**config.mk**
```make
export PLATFORM = sky130hd
export DESIGN_NAME = seg_display_arbiter
export DESIGN_NICKNAME = d
export VERILOG_FILES = /design/src/rtl/seg_pkg.sv /design/src/rtl/seg_rr_pick.sv /design/src/rtl/seg_display_arbiter.sv
export SDC_FILE = /design/constraint.sdc
export NUM_CORES = 1
export LEC_CHECK = 0
export ABC_AREA = 1
export CAP_MARGIN = 20
export CORE_MARGIN = 2
export CORE_UTILIZATION = 40
export DETAILED_ROUTE_END_ITERATION = 16
export GPL_TIMING_DRIVEN = 0
export SLEW_MARGIN = 20
export SYNTH_ARGS = -nofsm -noshare
export SYNTH_HDL_FRONTEND = slang
export SYNTH_SLANG_ARGS = --single-unit
```
**constraint.sdc**
```tcl
create_clock -name clk -period 7.3 [get_ports clk]
set_input_delay 1.46 -clock clk [delete_from_list [all_inputs] [get_ports clk]]
set_output_delay 1.46 -clock clk [all_outputs]
set_load 0.02 [all_outputs]
```
**src/rtl/seg_pkg.sv**
```systemverilog
// Shared constants, scan-state encoding and the active-low hex-to-segment table
// for the multiplexed seven-segment display controller.
package seg_pkg;

    localparam int         NUM_DIGITS = 4;
    localparam logic [7:0] SEG_OFF    = 8'hFF;
    localparam logic [3:0] DIGIT_OFF  = 4'hF;

    typedef enum logic {
        ST_BLANK = 1'b0,
        ST_SHOW  = 1'b1
    } scan_state_t;

    // Active-low segments {dp,g,f,e,d,c,b,a}; dp is always off.
    function automatic logic [7:0] hex_to_seg(input logic [3:0] nib);
        logic [7:0] s;
        case (nib)
            4'h0: s = 8'hC0;
            4'h1: s = 8'hF9;
            4'h2: s = 8'hA4;
            4'h3: s = 8'hB0;
            4'h4: s = 8'h99;
            4'h5: s = 8'h92;
            4'h6: s = 8'h82;
            4'h7: s = 8'hF8;
            4'h8: s = 8'h80;
            4'h9: s = 8'h90;
            4'hA: s = 8'h88;
            4'hB: s = 8'h83;
            4'hC: s = 8'hC6;
            4'hD: s = 8'hA1;
            4'hE: s = 8'h86;
            default: s = 8'h8E;
        endcase
        return s;
    endfunction

endpackage

```
**src/rtl/seg_rr_pick.sv**
```systemverilog
// Combinational round-robin search: finds the first requester starting just after
// the current holder, or from ptr when there is no holder.
module seg_rr_pick #(
    parameter int NUM_REQ = 4,
    parameter int PW      = 2
) (
    input  logic [NUM_REQ-1:0] req,
    input  logic [PW-1:0]      ptr,
    input  logic [NUM_REQ-1:0] holder,
    output logic [NUM_REQ-1:0] pick,
    output logic               valid
);

    int start_idx;

    always_comb begin
        start_idx = int'(ptr);
        for (int j = 0; j < NUM_REQ; j++) begin
            if (holder[j]) start_idx = (j + 1 == NUM_REQ) ? 0 : j + 1;
        end
    end

    // Nested loop keeps every bit select constant after unrolling.
    always_comb begin
        pick  = '0;
        valid = 1'b0;
        for (int k = 0; k < NUM_REQ; k++) begin
            for (int j = 0; j < NUM_REQ; j++) begin
                if (!valid && req[j] &&
                    j == ((start_idx + k >= NUM_REQ) ? start_idx + k - NUM_REQ : start_idx + k)) begin
                    pick[j] = 1'b1;
                    valid   = 1'b1;
                end
            end
        end
    end

endmodule

```
**src/rtl/seg_display_arbiter.sv**
```systemverilog
// Shares a 4-digit active-low multiplexed display between NUM_REQ requesters,
// switching owner only at frame boundaries. Optional macro: LEADING_ZERO_BLANK_EN.
module seg_display_arbiter
    import seg_pkg::*;
#(
    parameter int NUM_REQ      = 4,
    parameter int CLK_DIV      = 50000,
    parameter int BLANK_CYC    = 16,
    parameter int DWELL_FRAMES = 250
) (
    input  logic                    clk,
    input  logic                    rst,
    input  logic [NUM_REQ-1:0]      req,
    input  logic [NUM_REQ*16-1:0]   data,
    output logic [NUM_REQ-1:0]      grant,
    output logic [3:0]              digit,
    output logic [7:0]              seg
);

    localparam int PW = (NUM_REQ > 1) ? $clog2(NUM_REQ) : 1;
    localparam int CW = $clog2(CLK_DIV);
    localparam int BW = (BLANK_CYC > 1) ? $clog2(BLANK_CYC) : 1;
    localparam int DW = (DWELL_FRAMES > 1) ? $clog2(DWELL_FRAMES) : 1;

    logic [CW-1:0]      cnt_q;
    logic [1:0]         idx_q;
    scan_state_t        state_q, state_d;
    logic [BW-1:0]      blank_q, blank_d;
    logic [NUM_REQ-1:0] grant_q, grant_d;
    logic [DW-1:0]      dwell_q, dwell_d;
    logic [PW-1:0]      ptr_q, ptr_d;
    logic [15:0]        snap_q, snap_d;
    logic [3:0]         digit_q, digit_d;
    logic [7:0]         seg_q, seg_d;
    logic [NUM_REQ-1:0] pick;
    logic               pick_valid;
    logic               tick, boundary, lz_off;
    logic [3:0]         nib;

    assign tick     = (cnt_q == CW'(CLK_DIV - 1));
    assign boundary = tick && (idx_q == 2'd3);

    seg_rr_pick #(.NUM_REQ(NUM_REQ), .PW(PW)) u_pick (
        .req    (req),
        .ptr    (ptr_q),
        .holder (grant_q),
        .pick   (pick),
        .valid  (pick_valid)
    );

    always_comb begin
        state_d = state_q;
        blank_d = blank_q;
        if (tick) begin
            state_d = ST_BLANK;
            blank_d = '0;
        end else if (state_q == ST_BLANK) begin
            if (blank_q == BW'(BLANK_CYC - 1)) state_d = ST_SHOW;
            else                               blank_d = blank_q + 1'b1;
        end
    end

    // Ownership and the displayed word only move on the 3->0 digit wrap.
    always_comb begin
        grant_d = grant_q;
        dwell_d = dwell_q;
        ptr_d   = ptr_q;
        snap_d  = snap_q;
        if (boundary) begin
            if (|(req & grant_q) && dwell_q < DW'(DWELL_FRAMES - 1)) begin
                dwell_d = dwell_q + 1'b1;
            end else begin
                grant_d = pick_valid ? pick : '0;
                dwell_d = '0;
            end
            for (int j = 0; j < NUM_REQ; j++) begin
                if (grant_d[j]) begin
                    ptr_d  = (j + 1 == NUM_REQ) ? '0 : PW'(j + 1);
                    snap_d = data[16*j +: 16];
                end
            end
        end
    end

    always_comb begin
        case (idx_q)
            2'd0:    nib = snap_q[3:0];
            2'd1:    nib = snap_q[7:4];
            2'd2:    nib = snap_q[11:8];
            default: nib = snap_q[15:12];
        endcase
`ifdef LEADING_ZERO_BLANK_EN
        case (idx_q)
            2'd0:    lz_off = 1'b0;
            2'd1:    lz_off = (snap_q[15:4] == 12'h000);
            2'd2:    lz_off = (snap_q[15:8] == 8'h00);
            default: lz_off = (snap_q[15:12] == 4'h0);
        endcase
`else
        lz_off = 1'b0;
`endif
        digit_d = DIGIT_OFF;
        seg_d   = SEG_OFF;
        // state_d == SHOW implies no tick, so idx/grant/snap are stable here.
        if (state_d == ST_SHOW && |grant_q && !lz_off) begin
            digit_d = ~(4'b0001 << idx_q);
            seg_d   = hex_to_seg(nib);
        end
    end

    always_ff @(posedge clk or posedge rst) begin
        if (rst) begin
            cnt_q   <= '0;
            idx_q   <= '0;
            state_q <= ST_BLANK;
            blank_q <= '0;
            grant_q <= '0;
            dwell_q <= '0;
            ptr_q   <= '0;
            snap_q  <= '0;
            digit_q <= DIGIT_OFF;
            seg_q   <= SEG_OFF;
        end else begin
            cnt_q   <= tick ? '0 : cnt_q + 1'b1;
            idx_q   <= tick ? idx_q + 2'd1 : idx_q;
            state_q <= state_d;
            blank_q <= blank_d;
            grant_q <= grant_d;
            dwell_q <= dwell_d;
            ptr_q   <= ptr_d;
            snap_q  <= snap_d;
            digit_q <= digit_d;
            seg_q   <= seg_d;
        end
    end

    assign grant = grant_q;
    assign digit = digit_q;
    assign seg   = seg_q;

endmodule

```
Word level (Yosys, flattened, before mapping)
Memories as Yosys holds them, arrays and structs flattened.
Index checks and enable logic that the tools add are counted.
{"block": "word_totals", "ff_bits": 65, "n_memories": 1, "out_inout_bits": 16, "in_bits": 70, "rom_bits": 112}
{"block": "classes", "shifts": 1, "n_mux": 61, "bitwise": 2, "eq_ne": 19, "order_cmp": 5, "addsub": 11, "n_reduce_logical": 59}
{"name": "(no name shown)", "depth": 16, "word_bits": 7, "rd": 1, "rd_clocked_by_memory_dff": 0, "write_ports": 0, "line": "seg_pkg.sv:17", "source": "case (nib)"}
{"cell": "$eq A3 B32 Y1 const A", "n": 8}
{"cell": "$mux W32", "n": 7}
{"cell": "$eq A2 B32 Y1 const A", "n": 4}
{"cell": "$ge A32 B4 Y1 const B", "n": 4}
{"cell": "$logic_not A32 Y1", "n": 4}
{"cell": "$sub A32 B4 Y32 const B", "n": 4}
{"cell": "$mux W16", "n": 5}
{"cell": "$add A32 B3 Y32 const B", "n": 2}
{"cell": "$logic_and A1 B1 Y1", "n": 34}
{"cell": "$mux W1", "n": 34}
{"cell": "$add A32 B2 Y32 const B", "n": 1}
{"cell": "$mux W4", "n": 7}
{"cell": "$add A16 B1 Y16 const B", "n": 1}
{"cell": "$eq A16 B16 Y1 const B", "n": 1}
{"cell": "$mux W8", "n": 2}
{"cell": "$logic_not A1 Y1", "n": 15}
{"cell": "$pmux W4 S3", "n": 1}
{"cell": "$mux W2", "n": 5}
{"cell": "$add A8 B1 Y8 const B", "n": 1}
{"cell": "$lt A8 B8 Y1 const B", "n": 1}
{"cell": "$reduce_or A4 Y1", "n": 2}
{"cell": "$add A4 B1 Y4 const B", "n": 1}
{"cell": "$and A4 B4 Y4", "n": 1}
{"cell": "$eq A2 B2 Y1 const B", "n": 2}
{"cell": "other kinds (10)", "n": 11}

Depth between registers and ports, before layout
{"block": "logic_depth", "depth_word": 76, "ltp_mapped": 22, "ltp_nobuf": 21}

Cells and area by module
A second synthesis with hierarchy kept.
{"block": "hier_totals", "cells_unflattened": 595, "area_unflattened_um2": 4326.6}
{"module": "seg_display_arbiter", "cells_per_inst": 526, "n_inst": 1, "seq_area_each_um2": 1615.3, "area_each_um2": 3952.5}
{"module": "seg_rr_pick", "cells_per_inst": 69, "n_inst": 1, "seq_area_each_um2": 0.0, "area_each_um2": 374.1}

Least setup slack after synthesis
No wires, ideal clock.
{"block": "synth_timing", "kind": "input to register", "startpoint": "in req[1]", "endpoint": "reg snap_q[0]", "arrival_ns": 3.175, "n_path_buf": 2, "setup_slack_ns": 4.009, "stages": 18, "cell_sequence": "clkbuf_1 > nand4_1 > nand4_2 > nor2_4 > nand4_4 > nor2_4 > nand4_2 > nor2_4 > nand3_1 > nand2_1 > nand3_2 > nand2_4 > inv_6 > buf_8 > nor2_2 > nor2_1 > nand2_1 > nand2_1"}
{"block": "synth_between", "elab_chain_cells": 65, "elab_cells_between_ends": 85, "classes_between": "mux (36); bitwise (1); reduce/logical (48)"}
{"item": "start: declaration", "line": "seg_display_arbiter.sv:13", "source": "input logic [NUM_REQ-1:0] req,"}
{"item": "$logic_and A1 B1 Y1 (2 in a row)", "line": "seg_rr_pick.sv:29", "source": "if (!valid && req[j] &&"}
{"item": "$mux W1", "line": "seg_rr_pick.sv:29"}
{"item": "$logic_not A1 Y1", "line": "seg_rr_pick.sv:29"}
{"item": "$logic_and A1 B1 Y1 (2 in a row)", "line": "seg_rr_pick.sv:29"}
{"item": "$mux W1", "line": "seg_rr_pick.sv:29"}
{"item": "$logic_not A1 Y1", "line": "seg_rr_pick.sv:29"}
{"item": "$logic_and A1 B1 Y1 (2 in a row)", "line": "seg_rr_pick.sv:29"}
{"item": "$mux W1", "line": "seg_rr_pick.sv:29"}
{"item": "[... 43 more ...]"}
{"item": "$mux W1", "line": "seg_rr_pick.sv:29"}
{"item": "$logic_not A1 Y1", "line": "seg_rr_pick.sv:29"}
{"item": "$logic_and A1 B1 Y1 (2 in a row)", "line": "seg_rr_pick.sv:29"}
{"item": "$mux W1", "line": "seg_rr_pick.sv:29"}
{"item": "$mux W4", "line": "seg_display_arbiter.sv:73", "source": "grant_d = pick_valid ? pick : '0;"}
{"item": "$mux W4 (*)", "line": "seg_display_arbiter.sv:70", "source": "if (|(req & grant_q) && dwell_q < DW'(DWELL_FRAMES - 1)) begin"}
{"item": "$mux W4 (*)", "line": "seg_display_arbiter.sv:69", "source": "if (boundary) begin"}
{"item": "$mux W16 (3 in a row)", "line": "seg_display_arbiter.sv:77", "source": "if (grant_d[j]) begin"}
{"item": "end signal: assignment", "line": "seg_display_arbiter.sv:131", "source": "snap_q <= snap_d;"}
{"item": "end: declaration", "line": "seg_display_arbiter.sv:32", "source": "logic [15:0] snap_q, snap_d;"}
Every way passes the cells marked *; elsewhere a longest branch is shown, timed or not. The select of a mux whose other input is x is not followed.
A chain may end at the register's enable or synchronous reset.

Worst setup path in the final report
{"block": "layout_timing", "startpoint": "in req[2]", "endpoint": "reg snap_q[1]"}
{"block": "layout_between", "elab_chain_cells": 61, "elab_cells_between_ends": 80, "classes_between": "mux (34); bitwise (1); reduce/logical (45)"}
{"item": "$logic_and A1 B1 Y1 (2 in a row)", "line": "seg_rr_pick.sv:29"}
{"item": "$mux W1", "line": "seg_rr_pick.sv:29"}
{"item": "$logic_not A1 Y1", "line": "seg_rr_pick.sv:29"}
{"item": "$logic_and A1 B1 Y1 (2 in a row)", "line": "seg_rr_pick.sv:29"}
{"item": "$mux W1", "line": "seg_rr_pick.sv:29"}
{"item": "$logic_not A1 Y1", "line": "seg_rr_pick.sv:29"}
{"item": "$logic_and A1 B1 Y1 (2 in a row)", "line": "seg_rr_pick.sv:29"}
{"item": "$mux W1", "line": "seg_rr_pick.sv:29"}
{"item": "[... 39 more ...]"}
{"item": "$mux W1", "line": "seg_rr_pick.sv:29"}
{"item": "$logic_not A1 Y1", "line": "seg_rr_pick.sv:29"}
{"item": "$logic_and A1 B1 Y1 (2 in a row)", "line": "seg_rr_pick.sv:29"}
{"item": "$mux W1", "line": "seg_rr_pick.sv:29"}
{"item": "$mux W4", "line": "seg_display_arbiter.sv:73"}
{"item": "$mux W4 (*)", "line": "seg_display_arbiter.sv:70"}
{"item": "$mux W4 (*)", "line": "seg_display_arbiter.sv:69"}
{"item": "$mux W16 (3 in a row)", "line": "seg_display_arbiter.sv:77"}
Marks and branches as above.

==> flow_summary_export.csv <==
group,metric,value,unit
grt,globalRouteTotalUtil,18.54,%
yosys,ys_types,42,
grt,grt_first_pass_wirelength,17250,um
yosys,ys.flop_type,"dfrtp_1",
worst_setup_path,crit_fanout,10,
detailed_routing,firstDrtPassIters,4,
timing,setup_violations,0,
min_path,min_path_type,"flip-flop to flip-flop",
grt,grt-ovfl-total,0,
yosys,avgSynthCellArea,7.158,um^2
worst_setup_path,cp_data_arrival_time,4.19,ns
worst_setup_path,required,7.52,ns
grt,grt_pass1_vias,3867,
final_layout,drive_above_1_share,10.33,%
yosys,yosysWarnings,0,
worst_setup_path,critPathMostFrequentCell,"nand2_1",
floorplanning,start_util,40.88,%
floorplanning,fp.dieH,106.5,um
detailed_routing,ant_nets,0,
worst_setup_path,cp-start-kind,"input pin",
final_layout,synthToLayoutAreaGrowth,28.47,%
clocking,cts.repair.resized,0,
power,ir_drop,66.42,uV
grt,grt_start_max_net_pins,54,
placed_design,pre_cts_ws,3.052,ns
worst_setup_path,critPathTopFamily,"buffers and inverters",
placed_design,dp_hpwl,7901,um
timing,maxSlewHeadroom,56.88,%
flow_run,cap_violations,0,
floorplanning,dieWidth,106.5,um
yosys,synth_edf_count,0,
timing,rsz0062_at_grt,"no",
detailed_routing,drc,0,
grt,antenna_found_initial,0,
detailed_routing,vias,3980,
status,status,"complete, no violations",
timing,fin_crit,3.970,ns
timing,fin_crit_sh,54.38,%
placed_design,gp_congestion,0.8877,
worst_setup_path,crit_path_end_kind,"flip-flop",
timing,holdWs,0.4622,ns
clocking,cts_buffers,9,
clocking,htree_num_levels,3,
clocking,clock_path_buffers,2,
clocking,cts_tree,"done",
clocking,post_cts_buffers,0,
timing,tns,0,ns
worst_setup_path,crit_path_top_delay_cell,"clkdlybuf4s50_1",
yosys,async_reset_ff_share,100.0,%
timing,fmax,0.2519,GHz
clocking,insertion_delay,0.33,ns
final_layout,nNetsFinal,767,
detailed_routing,wl_per_cell,12.13,um
clocking,cts_root_buffer,"clkbuf_8",
clocking,cts_num_sinks,64,
final_layout,diodes,0,
timing,slew_viol_final,0,
floorplanning,io_pins,86,
power,power,0.7423,mW
timing,fin_ws,3.331,ns
yosys,yosysSeqAreaShare,38.45,%
yosys,syn_nets,672,
timing,final.setup_skew,0.01283,ns
power,power_density,137.5,nW/um^2
worst_setup_path,critPathBufInv,4,
worst_setup_path,critical_path_class,"input pin to flip-flop",
placed_design,placement.io_buffers,83,
detailed_routing,viasPerCell,4.836,
floorplanning,fp-row-count,37,
final_layout,nFillCells,1041,
timing,worst_slew_pin_slew,0.6409,ns
detailed_routing,drt_iter0_markers,168,
yosys,netlist_area,4202,um^2
floorplanning,dieArea,11340,um^2
floorplanning,core_area,10280,um^2
yosys,syn_inst,587,
clocking,hold_buffers,0,
detailed_routing,routed_wl,9980,um
clocking,cts.clk_slew.worst_paths,0.06,ns
power,p_leak,2.645,nW
yosys,ys_ff_latch,64,
timing,hold_violations,0,
worst_setup_path,cpPeakStageDelay,0.56,ns
worst_setup_path,crit_chain,"clkdlybuf4s50_1 > inv_1 > o22ai_1 > a221o_1 > nand2_1 > inv_1 > nand2_1 > clkbuf_1 > a21oi_1 > nor2_1 > nand3_1 > nand2_1 > nand2_1",
per-layer routing:
layer  wire (um)  up-vias  track usage [%]
met5           0        -                0
met4          72        0            5.473
met2        4520      108            29.49
met3         509        6            3.740
li1            -     2079                -
met1        4878     1787            25.58
layout by cell type (no fill, tap or decap), types with 8 or more instances in the layout:
master,count
nor2_1,77
nand3_1,42
clkbuf_1,9
ha_1,15
nand2_1,142
clkbuf_8,10
nor3_1,8
inv_1,83
dfrtp_1,53
a21oi_1,30
dfstp_2,11
nor2_2,12
clkdlybuf4s50_1,83
nand4_1,19
o21ai_0,23
worst paths after layout:
check	startpoint	to	depth (start not counted)	slack [ns]
min	cnt_q[0]	cnt_q[0]	1	0.46
max	req[2]	snap_q[1]	13	3.33
max in group asynchronous	rst	digit[3]	3	5.38
min reg2reg	cnt_q[0]	cnt_q[0]	1	0.46
min in group asynchronous	rst	snap_q[12]	2	1.40
max reg2reg	grant[1]	snap_q[0]	18	4.49
synthesized netlist by cell type, types with 8 or more instances:
cell type / number / area share, %
nand2_1: 142 / 13
nor2_1: 77 / 6.9
dfstp_2: 11 / 6.9
nor2_2: 12 / 1.8
dfrtp_1: 53 / 32
nand4_1: 19 / 2.8
inv_1: 84 / 7.5
a21oi_1: 30 / 3.6
nand3_1: 42 / 5.0
o21ai_0: 23 / 2.7
nor3_1: 8 / 0.95
ha_1: 15 / 4.5
metrics by stage:
stage	instances	area, um^2	utilization (%)
6_report	823	5398	52.52
3_3_place_gp	806	5202	50.62
2_1_floorplan	587	4202	-
5_1_grt	823	5398	52.52
4_1_cts	823	5398	52.52
3_5_place_dp	807	5233	50.91
flip-flops by register name (all words and copies together), names as in the netlist:
register  count
cnt_q        16
snap_q       16
dwell_q       8
seg           7
blank_q       4
digit         4
grant         4
idx_q         2
ptr_q         2
state_q       1
logic make-up after synthesis:
| kind of cell | Yosys count | synth area share [%] |
|---|---|---|
| compound gates | 76 | 10.33 |
| xor+xnor | 5 | 1.042 |
| fa+ha+maj | 15 | 4.467 |
| buf+inv | 103 | 10.18 |
| flops | 64 | 38.45 |
| other cells | 1 | 0.08925 |
| simple gates | 323 | 35.44 |
where the power goes:
group / internal [mW] / total [mW] / switching (mW) / leakage (nW)
combinational: 0.0622 / 0.129 / 0.0668 / 1.76
clock: 0.130 / 0.258 / 0.127 / 0.0899
sequential: 0.355 / 0.356 / 0.000239 / 0.792
layout make-up:
class	count	area, um^2	share of cell area [%]
well taps	136	170.2	3.153
multi-input cells	420	2158	39.99
repair buffers	84	858.3	15.90
plain buffers	14	88.84	1.646
inverters	89	341.6	6.328
clock buffers	12	145.1	2.689
flip-flops and latches	64	1615	29.93
clock inverters	4	20.02	0.3709
Power figures use the tool's default switching activity.
